[src/rtl/vram_arbiter.sv]
// vram_arbiter: shares one single-port synchronous VRAM between display fetch (absolute priority)
// and the CPU req/ack bus. Optional macro VRAM_ARB_BLANK_WRITE_EN restricts CPU writes to vblank.
module vram_arbiter #(
  parameter int unsigned AW = 12,
  parameter int unsigned DW = 16
) (
  input  logic          clk,
  input  logic          clr,
  input  logic          disp_req,
  input  logic [AW-1:0] disp_addr,
  output logic [DW-1:0] disp_data,
  output logic          disp_valid,
  input  logic          vblank,
  input  logic          cpu_req,
  input  logic          cpu_we,
  input  logic [AW-1:0] cpu_addr,
  input  logic [DW-1:0] cpu_wdata,
  output logic          cpu_ack,
  output logic [DW-1:0] cpu_rdata,
  output logic [AW-1:0] mem_addr,
  output logic          mem_we,
  output logic [DW-1:0] mem_wdata,
  input  logic [DW-1:0] mem_rdata
);

  typedef enum logic [1:0] {
    TAG_NONE,
    TAG_DISP,
    TAG_CPU_RD,
    TAG_CPU_WR
  } tag_e;

  tag_e          slot_d, tag1_q, tag2_q;
  logic [AW-1:0] mem_addr_q, mem_addr_d;
  logic          mem_we_q, mem_we_d;
  logic [DW-1:0] mem_wdata_q, mem_wdata_d;
  logic [DW-1:0] disp_data_q, disp_data_d;
  logic          disp_valid_q, disp_valid_d;
  logic          cpu_ack_q, cpu_ack_d;
  logic [DW-1:0] cpu_rdata_q, cpu_rdata_d;
  logic          cpu_busy_q, cpu_busy_d;
  logic          wr_ok;

`ifdef VRAM_ARB_BLANK_WRITE_EN
  // Writes wait for vertical blanking; reads are never gated.
  assign wr_ok = ~cpu_we | vblank;
`else
  logic unused_vblank;
  assign wr_ok         = 1'b1;
  assign unused_vblank = vblank;
`endif

  // State register: slot issue stage plus two-stage tag pipe.
  always_ff @(posedge clk or posedge clr) begin
    if (clr) begin
      tag1_q       <= TAG_NONE;
      tag2_q       <= TAG_NONE;
      mem_addr_q   <= '0;
      mem_we_q     <= 1'b0;
      mem_wdata_q  <= '0;
      disp_data_q  <= '0;
      disp_valid_q <= 1'b0;
      cpu_ack_q    <= 1'b0;
      cpu_rdata_q  <= '0;
      cpu_busy_q   <= 1'b0;
    end else begin
      tag1_q       <= slot_d;
      tag2_q       <= tag1_q;
      mem_addr_q   <= mem_addr_d;
      mem_we_q     <= mem_we_d;
      mem_wdata_q  <= mem_wdata_d;
      disp_data_q  <= disp_data_d;
      disp_valid_q <= disp_valid_d;
      cpu_ack_q    <= cpu_ack_d;
      cpu_rdata_q  <= cpu_rdata_d;
      cpu_busy_q   <= cpu_busy_d;
    end
  end

  // Next-state: grant, slot issue and completion of tagged slots.
  always_comb begin
    slot_d = TAG_NONE;
    if (disp_req) begin
      slot_d = TAG_DISP;
    end else if (cpu_req && !cpu_busy_q && !cpu_ack_q && wr_ok) begin
      slot_d = cpu_we ? TAG_CPU_WR : TAG_CPU_RD;
    end

    mem_addr_d  = mem_addr_q;
    mem_we_d    = 1'b0;
    mem_wdata_d = mem_wdata_q;
    unique case (slot_d)
      TAG_DISP:   mem_addr_d = disp_addr;
      TAG_CPU_RD: mem_addr_d = cpu_addr;
      TAG_CPU_WR: begin
        mem_addr_d  = cpu_addr;
        mem_we_d    = 1'b1;
        mem_wdata_d = cpu_wdata;
      end
      default: ;
    endcase

    // Stage 1 completes writes; stage 2 sees the RAM read data.
    disp_valid_d = (tag2_q == TAG_DISP);
    disp_data_d  = (tag2_q == TAG_DISP) ? mem_rdata : disp_data_q;
    cpu_rdata_d  = (tag2_q == TAG_CPU_RD) ? mem_rdata : cpu_rdata_q;
    cpu_ack_d    = (tag1_q == TAG_CPU_WR) || (tag2_q == TAG_CPU_RD);

    cpu_busy_d = cpu_busy_q;
    if (slot_d == TAG_CPU_RD || slot_d == TAG_CPU_WR) begin
      cpu_busy_d = 1'b1;
    end else if (cpu_ack_d) begin
      cpu_busy_d = 1'b0;
    end
  end

  // Outputs come straight from registers.
  always_comb begin
    mem_addr   = mem_addr_q;
    mem_we     = mem_we_q;
    mem_wdata  = mem_wdata_q;
    disp_data  = disp_data_q;
    disp_valid = disp_valid_q;
    cpu_ack    = cpu_ack_q;
    cpu_rdata  = cpu_rdata_q;
  end

endmodule
[config.mk]
export PLATFORM = sky130hd
export DESIGN_NAME = vram_arbiter
export DESIGN_NICKNAME = d
export VERILOG_FILES = /design/src/rtl/vram_arbiter.sv
export SDC_FILE = /design/constraint.sdc
export NUM_CORES = 1
export LEC_CHECK = 0
export CAP_MARGIN = 20
export CORE_ASPECT_RATIO = 0.7
export CORE_MARGIN = 5
export CORE_UTILIZATION = 42
export CTS_BUF_LIST = sky130_fd_sc_hd__clkbuf_4 sky130_fd_sc_hd__clkbuf_8
export DETAILED_ROUTE_END_ITERATION = 10
export GPL_TIMING_DRIVEN = 0
export PLACE_DENSITY = 0.83
export SLEW_MARGIN = 20
export SYNTH_ARGS = -nofsm -noshare
export SYNTH_HDL_FRONTEND = slang
export SYNTH_SLANG_ARGS = --single-unit
export TNS_END_PERCENT = 5
[constraint.sdc]
create_clock -name clk -period 3.2 [get_ports clk]
set_clock_uncertainty 0.2 [all_clocks]
set_input_delay 0.64 -clock clk [delete_from_list [all_inputs] [get_ports clk]]
set_output_delay 0.64 -clock clk [all_outputs]
set_load 0.005 [all_outputs]
## Word-level counts from Yosys, hierarchy flattened

Cells that the tools add are included.

| operators by class | value |
|---|---|
| equal/unequal tests | 6 |
| reductions and logical operators | 9 |
| mux-type cells | 7 |

Operator list:

| cell | count |
|---|---|
| 12-bit case mux with 2 select lines | 1 |
| 2-bit == test (second input constant) | 4 |
| 2-bit by 1-bit == test with 1-bit output (second input constant) | 2 |
| 1-bit two-way mux | 4 |
| 2-bit two-way mux | 2 |
| 2-bit nonzero test | 2 |
| 1-bit logical AND | 2 |
| 1-bit logical NOT | 2 |
| 1-bit logical OR | 2 |
| 2-bit OR reduction | 1 |

| storage, ports and cells | value |
|---|---|
| word-level logic and storage cells | 32 |
| output and inout port bits | 63 |
| input bits | 62 |
| flip-flop bits (word level) | 68 |

## Logic depth before layout (Yosys ltp)

Gate-level depths: netlist (run 1).

| depth | value |
|---|---|
| depth in word-level cells | 8 |
| mapped depth | 4 |
| mapped depth without buffers | 3 |

## Worst setup path after synthesis (run 1)

No wires, ideal clock.

| path | value |
|---|---|
| path kind | input-to-reg |
| from | input cpu_req |
| to | register mem_wdata_q[0], in the netlist mem_wdata[0] |
| stages | 4 |
| data required time | 2.875 ns |
| library setup time | 0.125 ns |
| path buffers | 1 |
| data arrival time | 1.515 ns |
| setup slack | 1.360 ns |
| cells stage by stage | nor3b_4 -> nand3b_4 -> buf_6 -> mux2_4 |

| between the ends | value |
|---|---|
| word-level cells in the longest chain between the ends | 5 |

RTL lines:

| what | RTL line | source |
|---|---|---|
| from (decl) | 14 | `input logic cpu_req,` |
| 1-bit logical AND (2 in series) | 85 | `end else if (cpu_req && !cpu_busy_q && !cpu_ack_q && wr_ok) begin` |
| 2-bit two-way mux | 85 |  |
| 2-bit two-way mux | 83 | `if (disp_req) begin` |
| 2-bit == test | 92 | `unique case (slot_d)` |
| to (signal assigned) | 71 | `mem_wdata_q <= mem_wdata_d;` |
| to (decl) | 36 | `logic [DW-1:0] mem_wdata_q, mem_wdata_d;` |

Every way passes these cells.
A chain may end at the register's enable or synchronous reset.

## Worst setup path in the final report (run 1)

Ends and elaborated chain as after synthesis.

==> out/metrics.yaml, run 1 <==
power_and_ir_drop:
  total_power_mw: 3.19
  p_leak_nw: 1.83
  seqPwrFrac_pct: 41.4
  vdd_drop_max_uv: 437
  power.share.clock_pct: 21.2
  p_per_area_mw_per_mm2: 760
  swShare_pct: 25.9
  p_switching_mw: 0.827
  p_comb_share_pct: 37.4
  p_int_mw: 2.37
detailed_routing:
  drt_iter0_markers: 64
  drt-pass1-iter-count: 4
  wl_met1_um: 2690
  wire_per_inst_um: 16.1
  viasPerCell: 4.80
  drc_errors: 0
  top_layer: "met4"
  wl_met2_um: 3140
  met3_length_um: 607
  via_count: 1931
  route.antenna.remaining_nets: 0
  wirelength_um: 6470
cts:
  clockBufferDepth: 2
  cts_tree: "done"
  clockRootBuffer: "clkbuf_8"
  post-cts-setup-buffers: 0
  cts_max_level: 3
  cts.repair.resized: 0
  cts_sinks: 68
  numCtsBuffers: 9
  hold_buffers: 0
  clk_latency_ps: 320
  clkSlewWorstSetupHoldPaths_ps: 70
global_routing:
  overflow: 0
  grt_antenna_before_repair: 0
  grt_pass1_vias: 2157
  grt_util_all_layers_pct: 16.5
  grt_max_degree: 46
  grt_pass1_wl_um: 10600
place:
  gp_congestion: 0.782
  io_buffers: 122
  hpwlAfterDp_um: 4910
  dp_slack_ps: 716
floorplan:
  dieHeight_um: 76.6
  dieArea_mm2: 0.00806
  core_mm2: 0.00619
  ios: 125
  rows: 24
  start_util_pct: 43.0
  die_w_um: 105
timing:
  fmax_mhz: 469
  setup_viol: 0
  slew_headroom_pct: 66.2
  hold_slack_ps: 173
  fin_crit_ps: 2130
  hold_viol: 0
  setup_ws_ps: 1070
  drv_slew: 0
  rsz0062_at_grt: "no"
  fin_crit_sh_pct: 66.6
  max_slew.worst_pin.slew_ps: 506
setup_path:
  endpoint_kind: "flop"
  setup.worst_path.class: "input pin to flop"
  arrival_ps: 2140
  timing.rr.start: "cpu_busy_q"
  crit_required_ps: 3210
  crit_fanout: 10
  startpoint: "cpu_req"
  start_kind: "input pin"
synth:
  synthesis.nets: 248
  yosys_warnings: 0
  synth_cells: 186
  syn_area_per_cell_um2: 14.3
  synth_cell_types: 17
  netlist_area_mm2: 0.00266
  ys_ff_latch: 68
  yosysSeqAreaShare_pct: 63.9
min_path:
  hold_start: "tag1_q[0]"
  hold_class: "flop to flop"
cells_and_area:
  fill_cells: 478
  drive_gt1_share_pct: 23.1
  nets: 382
  num_antenna_cells: 0
  postLayoutCoreUtil_pct: 67.9
  area_delta_synth_final_pct: 57.8
run:
  cap_viol_max_count: 0
outcome:
  status: "finished clean"
## metrics by stage
step | std cells | TNS, ps | area [um2]
floorplan | 186 | 0 | 2660
global placement | 386 | -32180 | 3980
detailed placement | 387 | 0 | 4010
CTS | 402 | 0 | 4200
global route | 402 | 0 | 4200
finish | 402 | 0 | 4200
## registers in the layout, indices dropped and copies added (netlist names)
register,flops
mem_wdata,16
tag1_q,2
cpu_busy_q,1
disp_valid,1
disp_data,16
mem_we,1
mem_addr,12
tag2_q,2
cpu_rdata,16
cpu_ack,1
## layout make-up
class,count,area [um2],area share (%)
tap,78,97.6,2.32
clock buffer,10,138,3.28
inverter,2,10.0,0.238
buffer,10,51.3,1.22
multi-input combinational,106,902,21.5
timing repair buffer,123,1250,29.7
clock inverter,5,52.6,1.25
sequential,68,1700,40.5
## per-layer routing
layer  global-route usage (%)  vias to the layer above
met5                        0                        -
met4                     4.98                        0
met3                     8.04                        5
met2                     26.9                       77
met1                     19.2                      941
li1                         -                      908
## cell families after synthesis
kind of cell | after synthesis | synth area share (%)
DFF | 68 | 63.9
muxes | 48 | 21.6
and+or+nand+nor | 32 | 7.19
AOI/OAI and AO/OA | 26 | 5.12
buffers and inverters | 12 | 2.21
## Yosys cell counts
| master | number | area [um2] |
|---|---|---|
| nor2b_1 | 13 | 81.3 |
| nand2b_1 | 1 | 6.26 |
| nor2_1 | 1 | 3.75 |
| buf_2 | 5 | 25.0 |
| a21o_1 | 1 | 7.51 |
| or3b_2 | 1 | 8.76 |
| nor3b_4 | 1 | 18.8 |
| buf_6 | 1 | 11.3 |
| nand3b_4 | 1 | 20.0 |
| dfrtp_1 | 68 | 1700 |
| inv_1 | 2 | 7.51 |
| nand2_1 | 14 | 52.6 |
| a21oi_1 | 24 | 120 |
| mux2_2 | 39 | 439 |
| clkbuf_1 | 4 | 15.0 |
| a31o_2 | 1 | 8.76 |
| mux2_4 | 9 | 135 |
## cell usage in the layout (no fill, tap or decap)
cell type / n
clkdlybuf4s50_1: 122
dfrtp_1: 68
mux2_2: 39
a21oi_1: 24
nand2_1: 14
nor2b_1: 13
clkbuf_8: 10
mux2_4: 9
buf_2: 5
clkbuf_1: 4
clkinv_2: 3
nand2b_1: 1
nor3b_4: 1
nand3b_4: 1
buf_6: 1
a21o_1: 1
or3b_2: 1
nor2_1: 1
inv_1: 1
inv_4: 1
a31o_2: 1
bufinv_16: 1
clkinvlp_4: 1
buf_16: 1
## critical path, cell delays in order
cell and delay, ps:
clkdlybuf4s50_1 470, nor3b_4 330, nand3b_4 190, buf_6 200, mux2_4 310
## power groups by stage
stage               logic (mW)  registers [mW]  clock network, mW
floorplan                0.417            1.35                  0
global placement          1.18            1.32                  0
detailed placement        1.21            1.34                  0
CTS                       1.22            1.32              0.700
global route              1.28            1.36              0.744
finish                    1.20            1.32              0.679
## worst paths after layout
path	endpoint	slack (ps)	depth (start not counted)
max	mem_wdata[0]	1070	5
min	tag2_q[0]	170	0
max reg2reg	mem_wdata[0]	1420	4
min reg2reg	tag2_q[0]	170	0
max in group asynchronous	mem_addr[7]	1860	3
min in group asynchronous	cpu_rdata[6]	430	2
(Power assumes the default switching activity.)
==> run 2, diff against run 1 <==
Clock period 3.2 ns to 2.1 ns, I/O delays scaled along.
==> run 2 against run 1 <==
Die area stayed put. Hold slack better by 13 ps. Utilization is 1.5 points higher. Register-to-register slack worse by 1100 ps. Wire length is 0.14% higher. Sequential share of layout area is 0.86 points lower. Critical path depth stayed put. Largest power group unchanged. First-iteration DRC count is 64% lower. Sequential power is 53% higher. Largest cell class unchanged.
==> out/metrics.yaml, run 2 (same netlist as run 1, synthesis figures left out) <==
outcome:
  status: "finished clean"
cts:
  cts.repair.resized: 0  # unchanged
  cts_tree: "done"
  cts_max_level: 3  # unchanged
  cts_sinks: 68  # unchanged
  numCtsBuffers: 9  # unchanged
  hold_buffers: 0  # unchanged
  clockBufferDepth: 2  # unchanged
  clkSlewWorstSetupHoldPaths_ps: 70  # about the same
  post-cts-setup-buffers: 0  # unchanged
  clockRootBuffer: "clkbuf_8"
  clk_latency_ps: 340  # +20 ps
min_path:
  hold_class: "flop to flop"
cells_and_area:
  area_delta_synth_final_pct: 61.2
  nets: 383  # +0.26%
  layout_commonest_cell: "clkdlybuf4s50_1"
  final_cell_mix: "122 x clkdlybuf4s50_1, 68 x dfrtp_1, 39 x mux2_2"
  fill_cells: 453  # -5.2%
  num_antenna_cells: 0  # unchanged
  drive_gt1_share_pct: 23.6  # +0.47 points
  finalNonFillerCells: 404  # +0.50%
floorplan:
  dieArea_mm2: 0.00806  # unchanged
  die_w_um: 105  # unchanged
  dieHeight_um: 76.6  # unchanged
  core_mm2: 0.00619  # unchanged
  ios: 125  # unchanged
  start_util_pct: 43.0  # unchanged
  rows: 24  # unchanged
global_routing:
  overflow: 0  # unchanged
  grt_pass1_vias: 2214  # +2.6%
  grt_antenna_before_repair: 0  # unchanged
  grt_util_all_layers_pct: 17.1  # +0.61 points
  grt_pass1_wl_um: 11100  # +4.5%
  grt_max_degree: 31  # -33%
detailed_routing:
  via_count: 1963  # +1.7%
  route.antenna.remaining_nets: 0  # unchanged
  viasPerCell: 4.86  # +1.2%
  drc_errors: 0  # unchanged
  wire_per_inst_um: 16.0  # -0.36%
  wirelength_um: 6480  # +0.14%
  drt-pass1-iter-count: 4  # unchanged
  drt_iter0_markers: 23  # -64%
timing:
  setup_ws_ps: 187  # -883 ps
  fin_crit_sh_pct: 91.1
  rsz0062_at_grt: "no"
  drv_slew: 0  # unchanged
  fin_crit_ps: 1910
  hold_viol: 0  # unchanged
  slew_headroom_pct: 70.6  # +4.3 points
  max_slew.worst_pin.slew_ps: 441  # -65.2 ps
  setup_viol: 0  # unchanged
  fmax_mhz: 523
  setup_tns_ps: 0  # unchanged
place:
  dp_slack_ps: -182  # -898 ps
  gp_congestion: 0.784  # +0.28%
  io_buffers: 122  # unchanged
  hpwlAfterDp_um: 5030  # +2.5%
  placed_cells: 388  # +0.26%
power_and_ir_drop:
  vdd_drop_max_uv: 582  # +33%
  p_leak_nw: 1.87  # +1.9%
  total_power_mw: 5.24  # +64%
  p_per_area_mw_per_mm2: 1220  # +61%
setup_path:
  start_kind: "input pin"
  endpoint_kind: "flop"
  setup.worst_path.class: "input pin to flop"
  arrival_ps: 1930  # -210 ps
  crit_fanout: 10  # unchanged
  crit_required_ps: 2120  # -1090 ps
run:
  cap_viol_max_count: 0  # unchanged
-- run 2: final timing paths --
check	to	startpoint	slack, ps	cells past startpoint
worst min register to register	tag2_q[1]	tag1_q[1]	190	0
max in group asynchronous	cpu_rdata[9]	clr	1020	3
worst max-delay path	mem_wdata[5]	cpu_req	190	5
worst max register to register	mem_wdata[5]	cpu_busy_q	300	4
worst min-delay path	tag2_q[1]	tag1_q[1]	190	0
min in group asynchronous	tag2_q[0]	clr	220	2
-- run 2: through the flow --
stage                     cell area (um2)  hold WS [ps]  utilization, %
final                                4290           186            69.4
after global routing                 4290           204            69.4
after CTS                            4290           192            69.4
after detailed placement             4030           164            65.1
after global placement               3990           161            64.4
after floorplan                      2670           154               -
-- run 2: layout make-up --
class	count	area [um2]	share of cell area (%)
Multi-Input combinational cell	106	902	21.0
Tap cell	78	97.6	2.27
Inverter	2	11.3	0.262
Clock buffer	10	131	3.06
Clock inverter	6	136	3.18
Buffer	10	51.3	1.19
Sequential cell	68	1700	39.6
Timing Repair Buffer	124	1260	29.4
-- run 2: power by group --
| part | switching, mW | internal, mW |
|---|---|---|
| clock | 0.491 | 0.924 |
| sequential | 0.251 | 1.77 |
| combinational | 0.537 | 1.27 |
-- run 2: worst max-delay path: stages --
cell and delay [ps]:
clkdlybuf4s50_1 470, nor3b_4 350, nand3b_4 190, buf_6 200, mux2_4 300
-- run 2: layer usage --
metal	share of wire, %	vias to the layer above	track usage [%]	wire length [um]
met1	40	961	19.9	2600
met3	9.6	7	7.71	625
met2	49	86	28.1	3180
li1	-	909	-	-
met4	1.1	0	5.75	74
met5	0	-	0	0
==> run 3, diff against run 2 <==
Settings changed: CORE_UTILIZATION 42 to 41, CTS_BUF_LIST sky130_fd_sc_hd__clkbuf_4 sky130_fd_sc_hd__clkbuf_8 to not set, PLACE_DENSITY 0.83 to 0.81.
==> run 3 against run 2 <==
Fmax is 1.5% lower. Utilization down 0.92 points. Critical path type unchanged. Critical endpoint is now mem_wdata[3]. Largest power group unchanged. Final cell count did not move.
==> out/metrics.yaml, run 3 (same netlist as run 1, synthesis figures left out) <==
floorplan:
  ios: 125  # unchanged
  start_util_pct: 42.4  # -0.62 points
  dieArea_mm2: 0.00823  # +2.2%
  die_w_um: 106  # +1.1%
  dieHeight_um: 77.4  # +1.1%
  rows: 24  # unchanged
  core_mm2: 0.00628  # +1.5%
cts:
  post-cts-setup-buffers: 0  # unchanged
  clockRootBuffer: "clkbuf_8"
  cts.repair.resized: 0  # unchanged
  hold_buffers: 0  # unchanged
  numCtsBuffers: 9  # unchanged
  cts_sinks: 68  # unchanged
  clk_latency_ps: 320  # -20 ps
  cts_max_level: 3  # unchanged
  clockBufferDepth: 2  # unchanged
  cts_tree: "done"
  clkSlewWorstSetupHoldPaths_ps: 70  # about the same
detailed_routing:
  drt_iter0_markers: 51  # +120%
  drt-pass1-iter-count: 4  # unchanged
  wirelength_um: 6380  # -1.5%
  route.antenna.remaining_nets: 0  # unchanged
  drc_errors: 0  # unchanged
  via_count: 1917  # -2.3%
  wire_per_inst_um: 15.8  # -1.5%
  viasPerCell: 4.75  # -2.3%
min_path:
  hold_class: "flop to flop"
power_and_ir_drop:
  total_power_mw: 5.18  # -1.3%
  p_per_area_mw_per_mm2: 1200  # -1.4%
  p_leak_nw: 1.87  # +0.14%
  vdd_drop_max_uv: 658  # +13%
timing:
  fmax_mhz: 515  # -1.5%
  setup_tns_ps: 0  # unchanged
  setup_ws_ps: 158  # -28.5 ps
  max_slew.worst_pin.slew_ps: 583  # +142 ps
  rsz0062_at_grt: "no"
  hold_viol: 0  # unchanged
  fin_crit_ps: 1940  # +28.5 ps
  drv_slew: 0  # unchanged
  hold_slack_ps: 182  # -4.55 ps
  fin_crit_sh_pct: 92.5  # +1.4 points
  setup_viol: 0  # unchanged
  slew_headroom_pct: 61.0  # -9.6 points
outcome:
  status: "finished clean"
place:
  hpwlAfterDp_um: 4880  # -3.0%
  placed_area_mm2: 0.00404  # +0.37%
  placed_cells: 388  # unchanged
  dp_slack_ps: -165  # +16.8 ps
  io_buffers: 122  # unchanged
  gp_congestion: 0.815  # +3.9%
cells_and_area:
  drive_gt1_share_pct: 23.6  # unchanged
  nets: 383  # unchanged
  postLayoutCoreUtil_pct: 68.5  # -0.92 points
  num_antenna_cells: 0  # unchanged
  area_delta_synth_final_pct: 61.4
  finalNonFillerCells: 404  # unchanged
  final_area_mm2: 0.00430  # +0.12%
  layout_commonest_cell: "clkdlybuf4s50_1"
  final_cell_mix: "122 x clkdlybuf4s50_1, 68 x dfrtp_1, 39 x mux2_2"
global_routing:
  overflow: 0  # unchanged
  grt_pass1_vias: 2108  # -4.8%
  grt_pass1_wl_um: 10800  # -2.7%
  grt_max_degree: 26  # -16%
  grt_util_all_layers_pct: 16.5  # -0.58 points
  grt_antenna_before_repair: 0  # unchanged
setup_path:
  crit_required_ps: 2110  # about the same
  setup.worst_path.class: "input pin to flop"
  start_kind: "input pin"
  crit_fanout: 10  # unchanged
  endpoint_kind: "flop"
  arrival_ps: 1950  # +20 ps
run:
  cap_viol_max_count: 0  # unchanged
==> run 3: cell types whose count changed in the layout (fill, tap and decap cells not counted) <==
cell / previous run / this run
inv_6: 0 / 1
buf_16: 0 / 2
buf_12: 2 / 0
clkinv_4: 1 / 0
clkbuf_8: 9 / 11
clkbuf_4: 1 / 0
bufinv_16: 4 / 3
==> run 3: worst max-delay path: stages <==
cell and delay, ps:
clkdlybuf4s50_1 490, nor3b_4 330, nand3b_4 200, buf_6 210
mux2_4 300
==> run 3: layout make-up <==
type | count | area (um2)
Multi-Input combinational cell | 106 | 902
Inverter | 2 | 11.3
Tap cell | 78 | 97.6
Fill cell | 472 | 1980
Clock inverter | 5 | 106
Sequential cell | 68 | 1700
Clock buffer | 11 | 151
Buffer | 10 | 51.3
Timing Repair Buffer | 124 | 1280
==> run 3: where the power goes <==
part | total [mW] | internal, mW | leakage, nW | switching [mW]
Clock | 1.34 | 0.858 | 0.126 | 0.482
Sequential | 2.02 | 1.77 | 0.802 | 0.245
Combinational | 1.82 | 1.27 | 0.943 | 0.548
Total | 5.18 | 3.90 | 1.87 | 1.28
==> run 3: final timing paths <==
check,start,endpoint,slack [ps],depth (start not counted)
worst max-delay path,cpu_req,mem_wdata[3],160,5
max in group asynchronous,clr,tag1_q[1],720,4
worst min register to register,tag1_q[1],tag2_q[1],180,0
worst min-delay path,tag1_q[1],tag2_q[1],180,0
min in group asynchronous,clr,mem_wdata[9],300,2
worst max register to register,cpu_busy_q,mem_wdata[3],310,4
==> run 3: metal layers <==
layer	up-vias	GRT usage (%)	wire [um]
li1	912	-	-
met1	920	19.8	2610
met2	83	26.9	3080
met3	2	8.04	667
met4	0	4.27	23
met5	-	0	0
